==> src/rtl/gte_pkg.sv <==
// Shared GTE definitions: FSM state type and default ORGB pack geometry.
package gte_pkg;

  // Conversion sequencer states: waiting, converting one channel per cycle, presenting result.
  typedef enum logic [1:0] {
    IDLE = 2'd0,
    CONV = 2'd1,
    HOLD = 2'd2
  } satpack_state_t;

  // Default geometry reproducing the legacy 16->5 colour clamp (IR1..IR3 -> ORGB).
  localparam int GTE_ORGB_CH    = 3;
  localparam int GTE_ORGB_IN_W  = 16;
  localparam int GTE_ORGB_OUT_W = 5;
  localparam int GTE_ORGB_SHIFT = 7;

endpackage

==> src/rtl/gte_sat_pack_seq_if.sv <==
// Valid/ready bus of the saturating pack unit: upstream word in, packed word and flags out.
interface gte_sat_pack_seq_if
  import gte_pkg::*;
#(
  parameter int CH    = GTE_ORGB_CH,
  parameter int IN_W  = GTE_ORGB_IN_W,
  parameter int OUT_W = GTE_ORGB_OUT_W
);
  logic                  i_valid;
  logic                  o_ready;
  logic                  i_sf;
  logic [CH*IN_W-1:0]    i_data;
  logic                  o_valid;
  logic                  i_ready;
  logic [CH*OUT_W-1:0]   o_data;
  logic [CH-1:0]         o_sat;
  logic [CH-1:0]         o_sat_sticky;
  logic                  i_clr_sticky;

  // Driver side (upstream producer plus downstream consumer).
  modport master (
    output i_valid, i_sf, i_data, i_ready, i_clr_sticky,
    input  o_ready, o_valid, o_data, o_sat, o_sat_sticky
  );

  // The pack unit itself.
  modport slave (
    input  i_valid, i_sf, i_data, i_ready, i_clr_sticky,
    output o_ready, o_valid, o_data, o_sat, o_sat_sticky
  );
endinterface

==> src/rtl/gte_shift_clamp.sv <==
// Single-channel optional arithmetic shift followed by clamp to an unsigned OUT_W range.
module gte_shift_clamp #(
  parameter int IN_W  = 16,
  parameter int OUT_W = 5,
  parameter int SHIFT = 7
) (
  input  logic signed [IN_W-1:0] v,
  input  logic                   sf,
  output logic [OUT_W-1:0]       out,
  output logic                   sat
);
  // Largest representable output, held at input width so the compare stays signed.
  localparam logic signed [IN_W-1:0] MAX_S = IN_W'((1 << OUT_W) - 1);

  logic signed [IN_W-1:0] t;

  assign t = sf ? (v >>> SHIFT) : v;

  // Negative values floor at zero, values above the range pin at all-ones.
  always_comb begin
    out = t[OUT_W-1:0];
    sat = 1'b0;
    if (t < 0) begin
      out = '0;
      sat = 1'b1;
    end else if (t > MAX_S) begin
      out = '1;
      sat = 1'b1;
    end
  end

endmodule

==> src/rtl/gte_sat_pack_seq.sv <==
// Time-multiplexed shift/clamp/pack of CH signed channels into one packed word.
// One shared clamp unit converts channel k on CONV cycle k; the word is then held until taken.
module gte_sat_pack_seq
  import gte_pkg::*;
#(
  parameter int CH    = GTE_ORGB_CH,
  parameter int IN_W  = GTE_ORGB_IN_W,
  parameter int OUT_W = GTE_ORGB_OUT_W,
  parameter int SHIFT = GTE_ORGB_SHIFT
) (
  input  logic                i_clk,
  input  logic                i_rst,
  gte_sat_pack_seq_if.slave   bus
);
  localparam int CW = (CH > 1) ? $clog2(CH) : 1;
  localparam logic [CW-1:0] K_LAST = CW'(CH - 1);

  satpack_state_t         state_q, state_d;
  logic [CW-1:0]          k_q, k_d;
  logic [CH*IN_W-1:0]     data_q, data_d;
  logic                   sf_q, sf_d;
  logic [CH*OUT_W-1:0]    out_q, out_d;
  logic [CH-1:0]          sat_q, sat_d;
  logic [CH-1:0]          sticky_q, sticky_d;

  logic                   accept;
  logic                   wr_en;
  logic [CH-1:0]          wr_sel;
  logic [IN_W-1:0]        ch_v [CH];
  logic [IN_W-1:0]        cur_v;
  logic [OUT_W-1:0]       clamp_out;
  logic                   clamp_sat;

  // A new word may enter when idle, or when the held result leaves this very cycle.
  assign bus.o_ready = (state_q == IDLE) | ((state_q == HOLD) & bus.i_ready);
  assign accept      = bus.i_valid & bus.o_ready;

  assign bus.o_valid      = (state_q == HOLD);
  assign bus.o_data       = out_q;
  assign bus.o_sat        = sat_q;
  assign bus.o_sat_sticky = sticky_q;

  // Unpack the held word so the shared unit can pick channel k.
  for (genvar gi = 0; gi < CH; gi++) begin : g_unpack
    assign ch_v[gi] = data_q[gi*IN_W +: IN_W];
  end

  assign cur_v = ch_v[k_q];

  gte_shift_clamp #(
    .IN_W  (IN_W),
    .OUT_W (OUT_W),
    .SHIFT (SHIFT)
  ) u_clamp (
    .v   (cur_v),
    .sf  (sf_q),
    .out (clamp_out),
    .sat (clamp_sat)
  );

  // Per-channel result/flag update; a same-cycle set beats the sticky clear.
  for (genvar gi = 0; gi < CH; gi++) begin : g_chan
    assign wr_sel[gi] = wr_en & (k_q == CW'(gi));
    assign out_d[gi*OUT_W +: OUT_W] = wr_sel[gi] ? clamp_out : out_q[gi*OUT_W +: OUT_W];
    assign sat_d[gi]    = wr_sel[gi] ? clamp_sat : sat_q[gi];
    assign sticky_d[gi] = (sticky_q[gi] & ~bus.i_clr_sticky) | (wr_sel[gi] & clamp_sat);
  end

  // Sequencer next state: channel counter advance, input capture on accept.
  always_comb begin
    state_d = state_q;
    k_d     = k_q;
    wr_en   = 1'b0;
    data_d  = data_q;
    sf_d    = sf_q;
    if (accept) begin
      data_d = bus.i_data;
      sf_d   = bus.i_sf;
    end
    case (state_q)
      IDLE: begin
        if (accept) begin
          state_d = CONV;
          k_d     = '0;
        end
      end
      CONV: begin
        wr_en = 1'b1;
        if (k_q == K_LAST) begin
          state_d = HOLD;
          k_d     = '0;
        end else begin
          k_d = k_q + CW'(1);
        end
      end
      HOLD: begin
        if (bus.i_ready) begin
          if (accept) begin
            state_d = CONV;
            k_d     = '0;
          end else begin
            state_d = IDLE;
          end
        end
      end
      default: begin
        state_d = IDLE;
        k_d     = '0;
      end
    endcase
  end

  // Sequencer state and channel counter; reset drops any word in flight.
  always_ff @(posedge i_clk) begin
    if (i_rst) begin
      state_q <= IDLE;
      k_q     <= '0;
    end else begin
      state_q <= state_d;
      k_q     <= k_d;
    end
  end

  // Input holding register, packed result and flag registers.
  always_ff @(posedge i_clk) begin
    if (i_rst) begin
      data_q   <= '0;
      sf_q     <= 1'b0;
      out_q    <= '0;
      sat_q    <= '0;
      sticky_q <= '0;
    end else begin
      data_q   <= data_d;
      sf_q     <= sf_d;
      out_q    <= out_d;
      sat_q    <= sat_d;
      sticky_q <= sticky_d;
    end
  end

endmodule

==> src/flat_wrapper.sv <==
// flat-port wrapper written by rule: the top's interface ports become plain ports
module gte_sat_pack_seq_flat import gte_pkg::*;
#(
  parameter int CH    = GTE_ORGB_CH,
  parameter int IN_W  = GTE_ORGB_IN_W,
  parameter int OUT_W = GTE_ORGB_OUT_W,
  parameter int SHIFT = GTE_ORGB_SHIFT
)
  (i_clk, i_rst, bus_i_valid, bus_i_sf, bus_i_data, bus_i_ready, bus_i_clr_sticky, bus_o_ready, bus_o_valid, bus_o_data, bus_o_sat, bus_o_sat_sticky);
  gte_sat_pack_seq_if #(.CH(CH), .IN_W(IN_W), .OUT_W(OUT_W)) bus_i ();
  input  logic i_clk;
  input  logic i_rst;
  input wire logic [$bits(bus_i.i_valid)-1:0] bus_i_valid;
  input wire logic [$bits(bus_i.i_sf)-1:0] bus_i_sf;
  input wire logic [$bits(bus_i.i_data)-1:0] bus_i_data;
  input wire logic [$bits(bus_i.i_ready)-1:0] bus_i_ready;
  input wire logic [$bits(bus_i.i_clr_sticky)-1:0] bus_i_clr_sticky;
  output wire logic [$bits(bus_i.o_ready)-1:0] bus_o_ready;
  output wire logic [$bits(bus_i.o_valid)-1:0] bus_o_valid;
  output wire logic [$bits(bus_i.o_data)-1:0] bus_o_data;
  output wire logic [$bits(bus_i.o_sat)-1:0] bus_o_sat;
  output wire logic [$bits(bus_i.o_sat_sticky)-1:0] bus_o_sat_sticky;
  assign bus_i.i_valid = bus_i_valid;
  assign bus_i.i_sf = bus_i_sf;
  assign bus_i.i_data = bus_i_data;
  assign bus_i.i_ready = bus_i_ready;
  assign bus_i.i_clr_sticky = bus_i_clr_sticky;
  assign bus_o_ready = bus_i.o_ready;
  assign bus_o_valid = bus_i.o_valid;
  assign bus_o_data = bus_i.o_data;
  assign bus_o_sat = bus_i.o_sat;
  assign bus_o_sat_sticky = bus_i.o_sat_sticky;
  gte_sat_pack_seq #(.CH(CH), .IN_W(IN_W), .OUT_W(OUT_W), .SHIFT(SHIFT)) u_core (.i_clk(i_clk), .i_rst(i_rst), .bus(bus_i));
endmodule
==> config.mk <==
export PLATFORM = sky130hd
export DESIGN_NAME = gte_sat_pack_seq_flat
export DESIGN_NICKNAME = d
export VERILOG_FILES = /design/src/rtl/gte_pkg.sv /design/src/rtl/gte_sat_pack_seq_if.sv /design/src/rtl/gte_shift_clamp.sv /design/src/rtl/gte_sat_pack_seq.sv /design/src/flat_wrapper.sv
export SDC_FILE = /design/constraint.sdc
export NUM_CORES = 1
export LEC_CHECK = 0
export CORE_AREA = 3 3 105 107
export DETAILED_ROUTE_END_ITERATION = 7
export DIE_AREA = 0 0 108 110
export PLACE_DENSITY = 0.49
export SLEW_MARGIN = 10
export SYNTH_ARGS = -nofsm -noshare
export SYNTH_HDL_FRONTEND = slang
export SYNTH_SLANG_ARGS = --single-unit
==> constraint.sdc <==
create_clock -name i_clk -period 3 [get_ports i_clk]
set_input_delay 0.75 -clock i_clk [delete_from_list [all_inputs] [get_ports i_clk]]
set_output_delay 0.75 -clock i_clk [all_outputs]
set_load 0.03 [all_outputs]
### Yosys cells after proc, flatten, opt, wreduce, memory -nomap -nowiden

Cells that the tools add are included.

| word-level totals | value |
|---|---|
| word-level logic and storage cells | 60 |
| input bits | 54 |
| output and inout port bits | 23 |
| register bits after elaboration | 74 |

| operators by class | value |
|---|---|
| mux-type cells | 18 |
| bitwise operators | 17 |
| $add $sub $neg | 1 |
| equality and inequality tests | 7 |
| order comparisons | 3 |
| reduce and logical (&&, ||, !) cells | 3 |

Operators by type and width:

| kind | number |
|---|---|
| $bmux 16 s2 | 1 |
| $mux 16 | 2 |
| $gt 16x6->1 const B | 1 |
| $lt 16x1->1 const B | 1 |
| $mux 15 | 1 |
| $mux 2 | 6 |
| $pmux 2 s3 | 2 |
| $and 1x1->1 | 11 |
| $mux 5 | 2 |
| $eq 2x1->1 const B | 2 |
| $eq 2x2->1 const B | 2 |
| $logic_not 2->1 | 2 |
| $mux 1 | 4 |
| $ne 2x1->1 const B | 2 |
| $or 1x1->1 | 4 |
| $ge 3x3->1 const B | 1 |
| $not 2->3 | 1 |
| $reduce_and 3->1 | 1 |
| $add 2x1->2 const B | 1 |
| $ne 2x2->1 const B | 1 |
| $not 1->1 | 1 |

### Longest topological paths before layout

Gate-level depths: netlist of the first run.

| logic depth | value |
|---|---|
| word-level depth | 10 |
| depth in mapped cells | 8 |

### Modules after synthesis

From an unflattened synthesis of the first run, not the netlist that was laid out.

| second synthesis, totals | value |
|---|---|
| cell total of the unflattened synthesis | 397 |
| area, all modules | 3505.9 µm² |

By module, submodules not included:

| module | area each (µm²) | cells an instance | seq. area each (µm²) | times used |
|---|---|---|---|---|
| gte_sat_pack_seq | 3375.7 | 384 | 1481.4 | 1 |
| gte_shift_clamp | 130.1 | 13 | 0.0 | 1 |

### Worst setup path after synthesis of the first run

OpenSTA, ideal clock, no wires.

| timing path | value |
|---|---|
| kind | in2reg |
| start | in bus_i_ready |
| end | reg u_core.data_q[34] |
| data required time | 2.930 ns |
| library setup time | 0.070 ns |
| cell stages on the path | 8 |
| data arrival time | 2.344 ns |
| setup slack | 0.585 ns |
| path buffers | 3 |
| cells stage by stage | inv_1 a21oi_1 and2_1 clkbuf_1 buf_2 buf_1 nand2_1 a21oi_1 |

| on the way | value |
|---|---|
| cells in the longest elaborated chain, start to end | 3 |

RTL lines:

| item | line | source |
|---|---|---|
| start: declaration | flat_wrapper.sv:16 | `input wire logic [$bits(bus_i.i_ready)-1:0] bus_i_ready;` |
| $and 1x1->1 | gte_sat_pack_seq.sv:35 | `assign bus.o_ready = (state_q == IDLE) \| ((state_q == HOLD) & bus.i_ready);` |
| $or 1x1->1 | gte_sat_pack_seq.sv:35 |  |
| net bus_o_ready | flat_wrapper.sv:18 | `output wire logic [$bits(bus_i.o_ready)-1:0] bus_o_ready;` |
| $and 1x1->1 | gte_sat_pack_seq.sv:36 | `assign accept = bus.i_valid & bus.o_ready;` |
| end signal: assignment | gte_sat_pack_seq.sv:133 | `data_q <= data_d;` |
| end: declaration | gte_sat_pack_seq.sv:20 | `logic [CH*IN_W-1:0] data_q, data_d;` |

The timed path passes the listed nets, and every way through them passes these cells.
A chain may end at the register's enable or synchronous reset.

### Final worst setup path of the first run

| timing path | value |
|---|---|
| start | in bus_i_ready |
| end | out bus_o_ready |

| on the way | value |
|---|---|
| cells in the longest elaborated chain, start to end | 2 |

RTL lines:

| item | line |
|---|---|
| $and 1x1->1 | gte_sat_pack_seq.sv:35 |
| $or 1x1->1 | gte_sat_pack_seq.sv:35 |
| end: declaration | flat_wrapper.sv:18 |

No other way between the ends.

==> run metrics, run 1 <==
die width 108 um; ys flop type dfxtp_1; die area 11900 um2; average wire per standard cell 14.1 um; TritonCTS Buffers 9; Setup TNS Final 0 ns; worst ir drop on vdd 0.000282 V; total track usage approximately 14%; CP startpoint kind input port; Initial Util 29.8%; row count 37; Crit Reg-Reg Endpoint u_core.bus.o_data[10]; Port Buf Inserts 76; normalized max-slew margin 53.6%; Syn Nets about 420; synth top area cells dfxtp_1 (49%), nand2_1 (13%), a21oi_1 (10%); Post-Place Cells 563; Slew @ Worst Pin 0.694 ns; worst r2r path cells 5; worst-path fanout max 3; first-pass GRT wire length about 13000 um; DRT antenna net count 0; DR vias/cell 4.77; Final Routed Wirelength 8170 um; Clock Skews 0.00640 ns; total grt overflow 0; TritonRoute pass-1 iters 4; via count between 2000 and 3000; R2R Setup Slk 0.72 ns; Yosys cell types 41; number of fillers in the final layout 1054; final setup vio count 0; CTS tree built; initial antenna violation count 0; clock latency on the worst-skew pair 0.34 ns; Worst setup EP type primary output; Reg clk slew, reported paths 0.07 ns; CP Launch Point bus_i_ready; cell area after synthesis 3050 um2; status finished, final reports clean; register area share after synthesis 48.6%; layout cells sized above 1 8.13%; Post-CTS Setup Inserts 0; vias in the first global route 2614; Async SR Flop Fraction 0%; I/O pin count 77; fin cells 579; core area 10200 um2; CP arrival between 1.5 and 2 ns; TritonCTS Sinks 74; number of synthesized flops with an enable pin 0; Avg Synthesized Cell Area 8.28 um2; Seq cells post-synth 74; nets@finish 492; die height approximately 110 um; n_diodes 0; H-tree levels 3; Yosys warnings 0; Max clock buf depth 2; HP Class reg2reg; Detail Placement HPWL 5930 um; Remaining DRCs 0; max-cap viol count 0; area leader, netlist dfxtp_1; Yosys top cell area share 48.6%; Final Hold Viols 0; reg-to-reg startpoint u_core.k_q[1]; CP endpoint bus_o_ready; FMAX 412 MHz; largest net degree at the start of global routing 50; max-slew violation count 0; Layout Area Growth over Synthesis 37.4%; PostCTS Resize Cnt 0; post-synthesis instance total 368; clock root cell clkbuf_8; Routability Congestion around 0.8; fin crit period 2.43 ns; WS Path Type in2out; Final Cycle Share 80.9%; CP Data Required Time 2.25 ns; RSZ-0062 raised after global routing no; Leak ~1.5 nW; 1st-iter DRT viols 133; pwr dens 596 nW/um2; cts hold-fix bufs 0
## final cells by class
cell class / count / area (um2) / area share, %
Clock inverter: 5 / 125 / 2.99
Inverter: 6 / 22.5 / 0.538
Tap cell: 136 / 170 / 4.07
Sequential cell: 74 / 1480 / 35.4
Multi-Input combinational cell: 263 / 1420 / 33.9
Timing Repair Buffer: 84 / 826 / 19.7
Clock buffer: 11 / 141 / 3.38
## sequential cells by signal (all words and copies together), names as in the netlist
name,count
u_core.bus.o_sat,3
u_core.sf_q,1
u_core.bus.o_data,15
u_core.bus.o_sat_sticky,3
u_core.state_q,2
u_core.data_q,48
u_core.k_q,2
## power by group
group / switching, W / total [W] / internal [W] / leakage (nW)
clock network: 0.000358 / 0.00102 / 0.000659 / 0.134
registers: 0.0000341 / 0.00107 / 0.00104 / 0.606
logic: 0.000219 / 0.000403 / 0.000184 / 0.773
total: 0.000611 / 0.00249 / 0.00188 / 1.51
## worst max-delay path, cell delays in order
cell and delay (ns):
clkdlybuf4s50_1 0.46, inv_1 0.05, a21oi_1 0.21, buf_4 0.20
## cells by family (layout without fill, tap and decap cells)
group                  count (synthesis)  in the layout  share of synthesized area [%]
AOI/OAI and AO/OA                    111            111                           23.4
buffers and inverters                 31            106                           4.77
DFF                                   74             74                           48.6
muxes                                 11             11                           3.94
and+or+nand+nor                      141            141                           19.2
## how the worst min path moves through the flow
| stage | to | from | depth (start not counted) |
|---|---|---|---|
| 3_5_place_dp | u_core.data_q[12] | u_core.data_q[12] | 2 |
| 6_report | u_core.data_q[7] | u_core.data_q[7] | 2 |
| 3_3_place_gp | u_core.data_q[3] | u_core.data_q[3] | 2 |
| 2_1_floorplan | u_core.data_q[16] | u_core.data_q[16] | 2 |
| 5_1_grt | u_core.data_q[15] | u_core.data_q[15] | 2 |
| 4_1_cts | u_core.data_q[12] | u_core.data_q[12] | 2 |
## per-stage QoR
| step | setup slack [ns] | area [um2] | utilization (%) | power, W | hold WS [ns] |
|---|---|---|---|---|---|
| after global placement | 0.587 | 3920 | 38.3 | 0.00150 | 0.440 |
| after detailed placement | 0.574 | 3920 | 38.3 | 0.00151 | 0.446 |
| after global routing | 0.380 | 4190 | 40.9 | 0.00262 | 0.472 |
| after CTS | 0.575 | 4190 | 40.9 | 0.00253 | 0.457 |
| after floorplan | 0.585 | 3050 | - | 0.00133 | 0.433 |
| final | 0.574 | 4190 | 40.9 | 0.00249 | 0.455 |
## layer usage
layer | share of wire (%) | vias up | GRT usage, %
li1 | - | 1416 | -
met5 | 0 | - | 0
met2 | 46 | 77 | 22.8
met4 | 1.5 | 0 | 5.68
met3 | 5.8 | 9 | 3.03
met1 | 47 | 1258 | 18.6
## synth_stat cells, drive strengths merged, types with 5 or more instances
| cell | count |
|---|---|
| mux2 | 5 |
| dfxtp | 74 |
| a22o | 12 |
| a211oi | 5 |
| nor3 | 7 |
| inv | 5 |
| a21oi | 61 |
| nor2 | 11 |
| mux2i | 6 |
| clkbuf | 17 |
| nand2 | 108 |
| o21ai | 8 |
| buf | 8 |
## placed cells by master (no fill, tap or decap), types with 4 or more instances in the layout
cell	n
mux2_2	4
o211ai_1	4
nor2_1	11
bufinv_16	4
a22o_1	12
mux2i_1	6
clkbuf_8	10
o21ai_0	7
dfxtp_1	74
inv_1	5
a221o_1	4
nand2_1	108
clkdlybuf4s50_1	74
a21oi_1	61
nor3_1	6
buf_4	8
(Power assumes the default switching activity.)
==> inputs of run 2 (changes only) <==
--- a/config.mk
+++ b/config.mk
@@ -8,7 +8,7 @@
 export CORE_AREA = 3 3 105 107
 export DETAILED_ROUTE_END_ITERATION = 7
 export DIE_AREA = 0 0 108 110
-export PLACE_DENSITY = 0.49
+export PLACE_DENSITY = 0.51
 export SLEW_MARGIN = 10
 export SYNTH_ARGS = -nofsm -noshare
 export SYNTH_HDL_FRONTEND = slang
==> constraint.sdc (replaced) <==
create_clock -name i_clk -period 2.2 [get_ports i_clk]
set_input_delay 0.55 -clock i_clk [delete_from_list [all_inputs] [get_ports i_clk]]
set_output_delay 0.55 -clock i_clk [all_outputs]
set_load 0.03 [all_outputs]
==> run 2 against run 1 <==
Compared with the run above:
- critical path depth is the same
- global-route usage grew 0.22 points
- wire length grew 1.5%
- sequential power grew 37%
- count of clock-buffer cells in the layout shrank 2
- die area is the same
- sequential share of layout area shrank 0.17 points
- cell count grew 0.86%
- largest cell class unchanged
==> run metrics, run 2 (synthesized netlist as in run 1, its figures left out) <==
largest net degree at the start of global routing 51 (was 50); Clk pwr share 35.5% (was 40.8%); final setup vio count 0 (unchanged); average wire per standard cell 14.2 um (was 14.1 um); Reg clk slew, reported paths 0.08 ns (was 0.07 ns); FMAX 500 MHz; n_diodes 0 (unchanged); vias in the first global route 2611 (was 2614); 1st-iter DRT viols 132 (was 133); Final Cycle Share just over 90%; I/O pin count 77 (unchanged); layout cells sized above 1 10.0% (was 8.13%); RSZ-0062 raised after global routing no (unchanged); TritonCTS Sinks 74 (unchanged); pwr dens 749 nW/um2 (was 596 nW/um2); Initial Util 29.8% (unchanged); max reg flops 48 (unchanged); clock latency on the worst-skew pair 0.35 ns (was 0.34 ns); die height 110 um (unchanged); TritonCTS Buffers 9 (unchanged); DRT antenna net count 0 (unchanged); worst ir drop on vdd 0.000304 V (was 0.000282 V); nets@finish 498 (was 492); CTS tree built (unchanged); initial antenna violation count 0 (unchanged); TritonRoute pass-1 iters 4 (unchanged); via count 2768 (was 2760); cts hold-fix bufs 0 (unchanged); area of the multi-input gates 1430 um2 (was 1420 um2); WS Path Type in2out (unchanged); row count 37 (unchanged); DR vias/cell 4.74 (was 4.77); Final Routed Wirelength 8290 um (was 8170 um); Clock Skews 0.00974 ns (was 0.00640 ns); number of fillers in the final layout 1061 (was 1054); core area 10200 um2 (unchanged); Max clock buf depth 2 (unchanged); Leak 1.53 nW (was 1.51 nW); Final Hold Viols 0 (unchanged); Flop pwr share 46.7% (was 43.1%); most common library cell in the layout ignoring fill and taps nand2_1 (unchanged); clock root cell clkbuf_8 (unchanged); Power Total 0.00315 W (was 0.00249 W); combinational power share 17.8% (was 16.2%); H-tree levels 3 (unchanged); PnR worst setup slack 0.199 ns (was 0.574 ns); Setup TNS Final 0 ns (unchanged); most flop-heavy register u_core.data_q (unchanged); Layout Area Growth over Synthesis 38.1% (was 37.4%); Slew @ Worst Pin 0.530 ns (was 0.694 ns); normalized max-slew margin 64.7% (was 53.6%); Power Internal 0.00231 W (was 0.00188 W); Remaining DRCs 0 (unchanged); CP Data Required Time 1.65 ns (was 2.25 ns); HP Class reg2reg (unchanged); Routability Congestion 0.834 (was 0.799); fin crit period 2.00 ns; worst-path fanout max 3 (unchanged); total grt overflow 0 (unchanged); status finished, final reports clean (unchanged); R2R Setup Slk 0.21 ns (was 0.72 ns); first-pass GRT wire length 13400 um (was 13000 um); CP startpoint kind input port (unchanged); Port Buf Inserts 76 (unchanged); CP arrival 1.45 ns (was 1.68 ns); die width 108 um (unchanged); max-cap viol count 0 (unchanged); total track usage 14.4% (was 14.2%); Worst setup EP type primary output (unchanged); Detail Placement HPWL 6200 um (was 5930 um); net switching power 0.000839 W (was 0.000611 W); switching share of power 26.7% (was 24.5%); max-slew violation count 0 (unchanged); worst slack, placed 0.178 ns (was 0.574 ns); Reg area 1480 um2 (unchanged); die area 11900 um2 (unchanged); commonest non-fill, non-tap cells in the layout nand2_1 (108), dfxtp_1 (74), clkdlybuf4s50_1 (73), a21oi_1 (60) (was nand2_1 (108), clkdlybuf4s50_1 (74), dfxtp_1 (74), a21oi_1 (61), a22o_1 (12))
[run 2: cell count changes in the layout (fill, tap and decap cells not counted), sizes merged]
| cell | previous run | this run |
|---|---|---|
| buf | 10 | 16 |
| bufinv | 4 | 2 |
| clkbuf | 11 | 9 |
| clkdlybuf4s50 | 74 | 73 |
| clkinv | 2 | 4 |
| clkinvlp | 0 | 1 |
| dlygate4sd2 | 0 | 1 |
[run 2: per-layer routing]
layer | share of wire (%) | up-vias | global-route usage, %
met5 | 0 | - | 0
met4 | 1.2 | 0 | 5.14
met3 | 5.3 | 10 | 2.97
met2 | 44 | 77 | 21.9
met1 | 50 | 1249 | 20.2
li1 | - | 1432 | -
[run 2: worst max-delay path: stages]
cell and delay, ns:
clkdlybuf4s50_1 0.45, inv_1 0.07, a21oi_2 0.18, buf_4 0.19
[run 2: timing repair]
item	4_1_cts	5_1_grt
setup buffers	0	0
gates resized for setup	1	2
endpoints found under the setup margin	1	4
hold endpoints to repair	0	0
[run 2: layout make-up]
cell class	count	area share (%)
Inverter	6	0.536
Multi-Input combinational cell	263	34.0
Sequential cell	74	35.2
Clock inverter	6	1.96
Timing Repair Buffer	90	21.3
Clock buffer	9	2.95
Tap cell	136	4.05
[run 2: final timing paths]
| kind | from | to | cells past startpoint |
|---|---|---|---|
| max | bus_i_ready | bus_o_ready | 4 |
| min | u_core.data_q[38] | u_core.data_q[38] | 2 |
| max reg2reg | u_core.k_q[0] | u_core.bus.o_data[3] | 7 |
| min reg2reg | u_core.data_q[38] | u_core.data_q[38] | 2 |
[run 2: power groups by stage]
stage | combinational, W | sequential (W) | clock, W
final | 0.000559 | 0.00147 | 0.00112
after global routing | 0.000619 | 0.00148 | 0.00120
after CTS | 0.000566 | 0.00147 | 0.00115
after detailed placement | 0.000563 | 0.00150 | 0
after global placement | 0.000555 | 0.00151 | 0
after floorplan | 0.000295 | 0.00152 | 0
[run 2: stage by stage]
step	hold WS (ns)	cell area, um2	instances	util [%]
2_1_floorplan	0.433	3050	368	-
3_3_place_gp	0.445	3990	569	39.0
3_5_place_dp	0.449	3990	569	39.0
6_report	0.460	4210	584	41.1
4_1_cts	0.462	4200	584	41.0
5_1_grt	0.475	4210	584	41.1
